===== config.mk =====
export PLATFORM = sky130hd
export DESIGN_NAME = ir_queue_flat
export DESIGN_NICKNAME = d
export VERILOG_FILES = /design/src/rtl/ir_pkg.sv /design/src/rtl/ir_queue_if.sv /design/src/rtl/ir_ptr.sv /design/src/rtl/ir_queue.sv /design/src/flat_wrapper.sv
export SDC_FILE = /design/constraint.sdc
export NUM_CORES = 1
export LEC_CHECK = 0
export BUFFER_PORTS_ARGS = -buffer_cell sky130_fd_sc_hd__buf_2
export CORE_ASPECT_RATIO = 1.75
export CORE_UTILIZATION = 30
export DETAILED_ROUTE_END_ITERATION = 12
export GPL_TIMING_DRIVEN = 0
export PLACE_DENSITY_LB_ADDON = 0.05
export SYNTH_ARGS = -nofsm -noshare
export SYNTH_HDL_FRONTEND = slang
export SYNTH_SLANG_ARGS = --single-unit

===== constraint.sdc =====
create_clock -name clk -period 3 [get_ports clk]
set_input_delay 0.15 -clock clk [delete_from_list [all_inputs] [get_ports clk]]
set_output_delay 0.15 -clock clk [all_outputs]
set_load 0.005 [all_outputs]

===== src/rtl/ir_pkg.sv =====
// Shared types and defaults for the instruction-register prefetch queue.
package ir_pkg;

  localparam int IR_WIDTH_DEF = 16;
  localparam int IR_DEPTH_DEF = 4;

  typedef logic [IR_WIDTH_DEF-1:0] ir_word_t;

  localparam ir_word_t IR_RST_WORD = '0;

  // Occupancy counter width: must hold the value DEPTH itself.
  function automatic int ir_cnt_w(input int depth);
    return $clog2(depth + 1);
  endfunction

endpackage


===== src/rtl/ir_queue_if.sv =====
// Fetch/execute-side bus of the instruction queue; ovf only exists with IRQ_OVF_FLAG_EN.
interface ir_queue_if
  import ir_pkg::*;
#(
  parameter int WIDTH = IR_WIDTH_DEF,
  parameter int DEPTH = IR_DEPTH_DEF
);

  logic                        ld;
  logic [WIDTH-1:0]            D_in;
  logic                        pop;
  logic                        flush;
  logic [WIDTH-1:0]            D_out;
  logic                        valid;
  logic                        full;
  logic [ir_cnt_w(DEPTH)-1:0]  count;
`ifdef IRQ_OVF_FLAG_EN
  logic                        ovf;
`endif

  modport master (
    output ld, D_in, pop, flush,
`ifdef IRQ_OVF_FLAG_EN
    input  ovf,
`endif
    input  D_out, valid, full, count
  );

  modport slave (
    input  ld, D_in, pop, flush,
`ifdef IRQ_OVF_FLAG_EN
    output ovf,
`endif
    output D_out, valid, full, count
  );

endinterface


===== src/rtl/ir_ptr.sv =====
// Wrap-around queue pointer with synchronous clear and increment.
module ir_ptr #(
  parameter int DEPTH = 4
) (
  input  logic                     clk,
  input  logic                     rst,
  input  logic                     inc,
  input  logic                     clr,
  output logic [$clog2(DEPTH)-1:0] ptr
);

  localparam int PW = $clog2(DEPTH);

  logic [PW-1:0] ptr_reg;
  logic [PW-1:0] ptr_next;

  // DEPTH is a power of two, so natural overflow gives the modulo wrap.
  always_comb begin
    ptr_next = ptr_reg;
    if (clr) begin
      ptr_next = '0;
    end else if (inc) begin
      ptr_next = ptr_reg + PW'(1);
    end
  end

  always_ff @(posedge clk or posedge rst) begin
    if (rst) begin
      ptr_reg <= '0;
    end else begin
      ptr_reg <= ptr_next;
    end
  end

  assign ptr = ptr_reg;

endmodule


===== src/rtl/ir_queue.sv =====
// Instruction register with DEPTH-entry prefetch queue, flush and occupancy.
// Optional sticky overflow flag on the ovf port when IRQ_OVF_FLAG_EN is defined.
module ir_queue
  import ir_pkg::*;
#(
  parameter int WIDTH = IR_WIDTH_DEF,
  parameter int DEPTH = IR_DEPTH_DEF
) (
  input logic        clk,
  input logic        rst,
  ir_queue_if.slave  bus
);

  localparam int PW = $clog2(DEPTH);
  localparam int CW = ir_cnt_w(DEPTH);
  localparam logic [CW-1:0] CNT_FULL = CW'(DEPTH);

  logic [WIDTH-1:0] mem_reg [DEPTH];

  logic [WIDTH-1:0] dout_reg, dout_next;
  logic [CW-1:0]    count_reg, count_next;
  logic             valid_reg, valid_next;
  logic             full_reg, full_next;

  logic [PW-1:0]    rd_ptr;
  logic [PW-1:0]    wr_ptr;
  logic [PW-1:0]    rd_ptr_plus1;

  logic             pop_eff;
  logic             push_acc;
  logic             push_drop;

  always_comb begin
    pop_eff   = bus.pop && valid_reg;
    push_acc  = bus.ld && (!full_reg || pop_eff) && !bus.flush;
    push_drop = bus.ld && full_reg && !pop_eff;
  end

  assign rd_ptr_plus1 = rd_ptr + PW'(1);

  ir_ptr #(.DEPTH(DEPTH)) u_rd_ptr (
    .clk (clk),
    .rst (rst),
    .inc (pop_eff && !bus.flush),
    .clr (bus.flush),
    .ptr (rd_ptr)
  );

  ir_ptr #(.DEPTH(DEPTH)) u_wr_ptr (
    .clk (clk),
    .rst (rst),
    .inc (push_acc),
    .clr (bus.flush),
    .ptr (wr_ptr)
  );

  // Storage carries no reset; the pointers and count define what is live.
  always_ff @(posedge clk) begin
    if (push_acc) begin
      mem_reg[wr_ptr] <= bus.D_in;
    end
  end

  always_comb begin
    count_next = count_reg;
    dout_next  = dout_reg;
    if (bus.flush) begin
      count_next = '0;
    end else begin
      count_next = count_reg + CW'(push_acc) - CW'(pop_eff);
      // The head changes when a word lands in an empty slot at the front
      // (empty queue, or the only entry popped in the same cycle), or when
      // a pop exposes an already-stored successor.
      if (push_acc && (count_reg == '0 || (pop_eff && count_reg == CW'(1)))) begin
        dout_next = bus.D_in;
      end else if (pop_eff && count_reg > CW'(1)) begin
        dout_next = mem_reg[rd_ptr_plus1];
      end
    end
    valid_next = (count_next != '0);
    full_next  = (count_next == CNT_FULL);
  end

  always_ff @(posedge clk or posedge rst) begin
    if (rst) begin
      dout_reg  <= WIDTH'(IR_RST_WORD);
      count_reg <= '0;
      valid_reg <= 1'b0;
      full_reg  <= 1'b0;
    end else begin
      dout_reg  <= dout_next;
      count_reg <= count_next;
      valid_reg <= valid_next;
      full_reg  <= full_next;
    end
  end

  assign bus.D_out = dout_reg;
  assign bus.count = count_reg;
  assign bus.valid = valid_reg;
  assign bus.full  = full_reg;

`ifdef IRQ_OVF_FLAG_EN
  logic ovf_reg, ovf_next;

  // Flush wins over a simultaneous dropped push.
  always_comb begin
    ovf_next = ovf_reg;
    if (bus.flush) begin
      ovf_next = 1'b0;
    end else if (push_drop) begin
      ovf_next = 1'b1;
    end
  end

  always_ff @(posedge clk or posedge rst) begin
    if (rst) begin
      ovf_reg <= 1'b0;
    end else begin
      ovf_reg <= ovf_next;
    end
  end

  assign bus.ovf = ovf_reg;
`else
  logic unused_drop;
  assign unused_drop = push_drop;
`endif

endmodule


===== src/flat_wrapper.sv =====
// flat-port wrapper written by rule: the top's interface ports become plain ports
module ir_queue_flat import ir_pkg::*;
#(
  parameter int WIDTH = IR_WIDTH_DEF,
  parameter int DEPTH = IR_DEPTH_DEF
)
  (clk, rst, bus_ld, bus_D_in, bus_pop, bus_flush, bus_D_out, bus_valid, bus_full, bus_count);
  ir_queue_if #(.WIDTH(WIDTH), .DEPTH(DEPTH)) bus_i ();
  input logic clk;
  input logic rst;
  input wire logic [$bits(bus_i.ld)-1:0] bus_ld;
  input wire logic [$bits(bus_i.D_in)-1:0] bus_D_in;
  input wire logic [$bits(bus_i.pop)-1:0] bus_pop;
  input wire logic [$bits(bus_i.flush)-1:0] bus_flush;
  output wire logic [$bits(bus_i.D_out)-1:0] bus_D_out;
  output wire logic [$bits(bus_i.valid)-1:0] bus_valid;
  output wire logic [$bits(bus_i.full)-1:0] bus_full;
  output wire logic [$bits(bus_i.count)-1:0] bus_count;
  assign bus_i.ld = bus_ld;
  assign bus_i.D_in = bus_D_in;
  assign bus_i.pop = bus_pop;
  assign bus_i.flush = bus_flush;
  assign bus_D_out = bus_i.D_out;
  assign bus_valid = bus_i.valid;
  assign bus_full = bus_i.full;
  assign bus_count = bus_i.count;
  ir_queue #(.WIDTH(WIDTH), .DEPTH(DEPTH)) u_core (.clk(clk), .rst(rst), .bus(bus_i));
endmodule

# == After elaboration in Yosys (flattened, before gate mapping) ==
# Memories as Yosys holds them, arrays and structs flattened.
# Cells that the tools add are included.
# W data, S select, Z words.
# classes
n_bitwise,1
reduce_logical,17
add_sub_neg,4
n_lt_le_gt_ge,1
eq_ne,2
mux,9
# ops
cell,n
$mux W16,2
$mux W2,4
$logic_and A1 B1 Y1,7
$reduce_bool A2 Y1,3
$add A2 B1 Y2 const B,2
$add A3 B1 Y3,1
$eq A3 B1 Y1 const B,1
$eq A3 B3 Y1 const B,1
$gt A3 B1 Y1 const B,1
$logic_not A3 Y1,1
$mux W3,1
$reduce_bool A3 Y1,1
$sub A3 B1 Y3,1
$logic_not A1 Y1,2
$logic_or A1 B1 Y1,2
$mux W1,2
$reduce_and A2 Y1,1
$not A1 Y1,1
# totals
ram_bits,64
ff_bits,25
word_cells,41
input_bits,21
memories,1
# memory_table
memory,words,word_bits,rd,rd_ports_with_merged_regs,write_ports,line_no,rtl
u_core.mem_reg,4,16,1,0,1,ir_queue.sv:18,logic [WIDTH-1:0] mem_reg [DEPTH];

# == Longest topological paths before layout ==
# depth
depth_word,8
depth_mapped,10

# == By module ==
# Synthesis repeated with hierarchy kept, for this count alone.
# unflattened
hier_cells,192
area_unflattened_um2,3724.8
# modules_own_cells
mod,area_per_inst_um2,cells_per_inst,n_inst
ir_queue,3539.6,176,1
ir_ptr,92.6,8,2

# == Least setup slack after synthesis ==
# Ideal clock, no wire load.
# synth_path
path_type,reg2reg
from,reg u_core.valid_reg (netlist: u_core.bus.valid)
to,reg u_core.valid_reg (netlist: u_core.bus.valid)
setup_time_ns,0.131
synth_period_minus_slack_ns,2.133
path_stages_with_launch,11
slack_ns,0.867
required_time_ns,2.869
arrival_ns,2.002
path_buffers,0
cell_sequence,dfrtp_1 > nand2_1 > inv_1 > ha_1 > inv_1 > ha_1 > inv_1 > fa_1 > xnor2_1 > nor2_1 > or3_1
# synth_via
elab_chain_len,8
# synth_rtl
item,line_no,rtl
from (decl),ir_queue.sv:22,"logic valid_reg, valid_next;"
from (signal assigned),ir_queue.sv:93,valid_reg <= valid_next;
$logic_and A1 B1 Y1 *,ir_queue.sv:34,pop_eff = bus.pop && valid_reg;
$logic_or A1 B1 Y1,ir_queue.sv:35,push_acc = bus.ld && (!full_reg || pop_eff) && !bus.flush;
$logic_and A1 B1 Y1 (2 in a row),ir_queue.sv:35,
$add A3 B1 Y3,ir_queue.sv:70,count_next = count_reg + CW'(push_acc) - CW'(pop_eff);
$sub A3 B1 Y3 *,ir_queue.sv:70,
$mux W3 *,ir_queue.sv:67,if (bus.flush) begin
named net u_core.count_next[2],ir_queue.sv:21,"logic [CW-1:0] count_reg, count_next;"
$reduce_bool A3 Y1 *,ir_queue.sv:80,valid_next = (count_next != '0);
named net u_core.valid_next,ir_queue.sv:22,
# The timed path passes the listed nets; every way through them passes the cells marked *.
# A chain may end at the register's enable or synchronous reset.

# == Worst setup path in the final report ==
# layout_path
from,reg u_core.count_reg[1] (netlist: u_core.bus.count[1])
to,reg u_core.dout_reg[0] (netlist: u_core.bus.D_out[0])
# layout_via
elab_chain_len,6
# layout_rtl
item,line_no,rtl
from (decl),ir_queue.sv:21,
from (signal assigned),ir_queue.sv:92,count_reg <= count_next;
"parallel branches: the longest is 6 deep, another holds $gt A3 B1 Y1",n/a,
to (signal assigned),ir_queue.sv:86,dout_reg <= WIDTH'(IR_RST_WORD);
to (signal assigned),ir_queue.sv:91,dout_reg <= dout_next;
to (decl),ir_queue.sv:20,"logic [WIDTH-1:0] dout_reg, dout_next;"
# Several ways; the timed one is not identified.

==> results.cfg <==
[worst_setup_path]
critPathRequiredTime_ps = 3220
cp_num_buf_inv = 1
path_class = register to register
worst_path_max_delay_cell = a2111oi_4
cp_cell_sequence = or2_1 -> a2111oi_4 -> buf_6 -> mux2_1 -> mux2_1
cp-start-kind = register
path_common_cell = mux2_1
r2r_cells = 5
critPathTopFamily = compound AO/OA/AOI/OAI gates
worst_ep_arrival_time_ps = 2610
crit_path_max_fanout = 10
slowest_delay_ps = 670
cp.depth = 5
crit_path_end_kind = register

[global_route]
grt_antenna_before_repair = 0
grt_pass1_wl_mm = 11.7
grt_max_degree = 26
grt.overflow.total = 0
grtUsageTotal_pct = 13.0
grt_pass1_vias = 2079

[synth]
synth_nets = 223
yosysTopAreaCell = edfxtp_1
synthesis.area_um2 = 3700
ys_seq_elements = 89
yosysWarnings = 0
synth_top_area_share_pct = 51.9
synth_area_leaders = edfxtp_1 52%, dfrtp_1 17%, mux4_2 9.7%, mux2_2 6.4%, mux2_1 3.3%
yosys.cell_types.count = 30
ys_seq_area_share_pct = 68.8
syn_area_per_cell_um2 = 19.2
syn_inst = 193

[place]
placed_area_um2 = 4110
place.gp.congestion = 0.670
portBuffers = 40
dp.cells = 398
hpwl_mm = 4.80

[clock_network]
clockBufferDepth = 2
clk_pin_slew_worst_paths_ps = 70
postCtsSetupBuffers = 0
cts_root_buffer = clkbuf_16
numCtsBuffers = 9
clk_latency_ps = 330
htree_levels = 3
cts_sinks = 89
cts_tree = yes

[sta]
finalSetupViolations = 0
finalCriticalPeriod_ps = 2390
fmax_mhz = 418
slew_viol_final = 0
tightest_slew_ps = 1020
hold_violations = 0
fin_worst_skew_ps = 6.25
rsz0062_at_grt = no
relSlewSlack_pct = 31.7
min_period_over_period_pct = 79.7
fin_tns_setup_ps = 0

[layout]
fin_area_um2 = 4440
drive_gt1_share_pct = 40.6
final_common_cell = edfxtp_1
fillerInstances = 1143
fin_cells = 416
largest_register_ffs = 64
mostFrequentLayoutCells = 64 x edfxtp_1, 41 x buf_2, 25 x dfrtp_1, 21 x mux2_2, 16 x mux4_2
antennaDiodeCount = 0
area_growth_pct = 19.9
post-route-util_pct = 37.0
nets = 276

[floorplanning]
dieArea_um2 = 12800
core_area_um2 = 12000
die_w_um = 86.0
num_rows = 53
die_height_um = 149
initial_core_util_pct = 30.8
num_io_pins = 42

[pwr]
p_sw_mw = 0.950
p_sw_share_pct = 26.8
p_leak_nw = 1.64
pwr-share-comb_pct = 24.1
internal_power_mw = 2.60
powerDensity_nw_per_um2 = 800
vdd_drop_max_mv = 0.294
power_mw = 3.55
p_seq_share_pct = 45.3
p_clk_share_pct = 30.6

[job]
maxCapViolCount = 0

[routing]
wirelength_mm = 7.58
via_count = 1852
drc = 0
postRouteAntennaNets = 0
drt-pass1-iter-count = 3
wl_per_cell_um = 18.2
drt_iter0_drc = 69
via_per_inst = 4.45

[status]
status = finished, final reports clean

[worst_hold_path]
hold_class = input pin to register
worstHoldPathCells = 2
==> final timing paths <==
| kind | from | endpoint | slack [ps] |
|---|---|---|---|
| max in group asynchronous | rst | u_core.bus.D_out[14] | 2190 |
| min in group asynchronous | rst | u_core.bus.D_out[0] | 330 |
| hold / removal | bus_flush | u_core.u_rd_ptr.ptr[0] | 20 |
| hold reg to reg | u_core.bus.D_out[0] | u_core.bus.D_out[0] | 490 |
| setup reg to reg | u_core.bus.count[1] | u_core.bus.D_out[0] | 610 |
| setup / recovery | u_core.bus.count[1] | u_core.bus.D_out[0] | 610 |
==> Yosys cell counts (all sizes together) <==
library cell,number
xnor2,2
a2111oi,1
mux2i,1
or3,1
mux2,32
nand2b,2
nor2b,1
and2,4
nor4,1
xor2,2
inv,9
a21boi,1
ha,8
fa,1
or2,1
mux4,16
nor3,1
o32ai,1
nand3,1
a211oi,1
nor2,8
dfrtp,25
nand2,2
buf,7
edfxtp,64
==> logic make-up after synthesis <==
group	count (synthesis)	synth area share [%]
adders and majority gates	9	3.25
and+or+nand+nor	22	3.18
AOI/OAI and AO/OA	4	1.59
xor gates and xnor gates	4	0.947
buffers and inverters	16	2.47
muxes	49	19.7
DFF	89	68.8
==> stage by stage <==
stage	setup slack (ps)	hold WS [ps]
after global routing	474	26.7
after floorplan	867	177
after global placement	531	370
after CTS	540	12.3
after detailed placement	540	373
final	610	21.0
==> layer usage <==
metal / track usage, % / wire [µm] / vias up
met3: 2.55 / 173 / 7
li1: - / - / 848
met2: 23.3 / 4100 / 27
met5: 0 / 0 / -
met1: 14.6 / 3180 / 970
met4: 5.83 / 120 / 0
==> cell type report <==
type	count	area, µm²	share of cell area, %
clock buffer	12	267	6.01
multi-input combinational	88	1060	23.9
tap	165	206	4.65
clock inverter	4	25.0	0.564
timing repair buffer	42	238	5.36
inverter	9	33.8	0.761
sequential	89	2550	57.4
buffer	7	57.6	1.30
==> power groups by stage <==
stage          Clock, mW  Combinational, mW  Sequential, mW
3_5_place_dp           0              0.881            1.64
4_1_cts             1.11              0.886            1.61
6_report            1.09              0.856            1.61
2_1_floorplan          0              0.553            1.64
3_3_place_gp           0              0.883            1.63
5_1_grt             1.15              0.958            1.63
==> repair_timing <==
action                    4_1_cts  5_1_grt
hold endpoints to repair        0        6
hold buffers                    0        1
gates resized for setup         0        0
(Power assumes the default switching activity.)
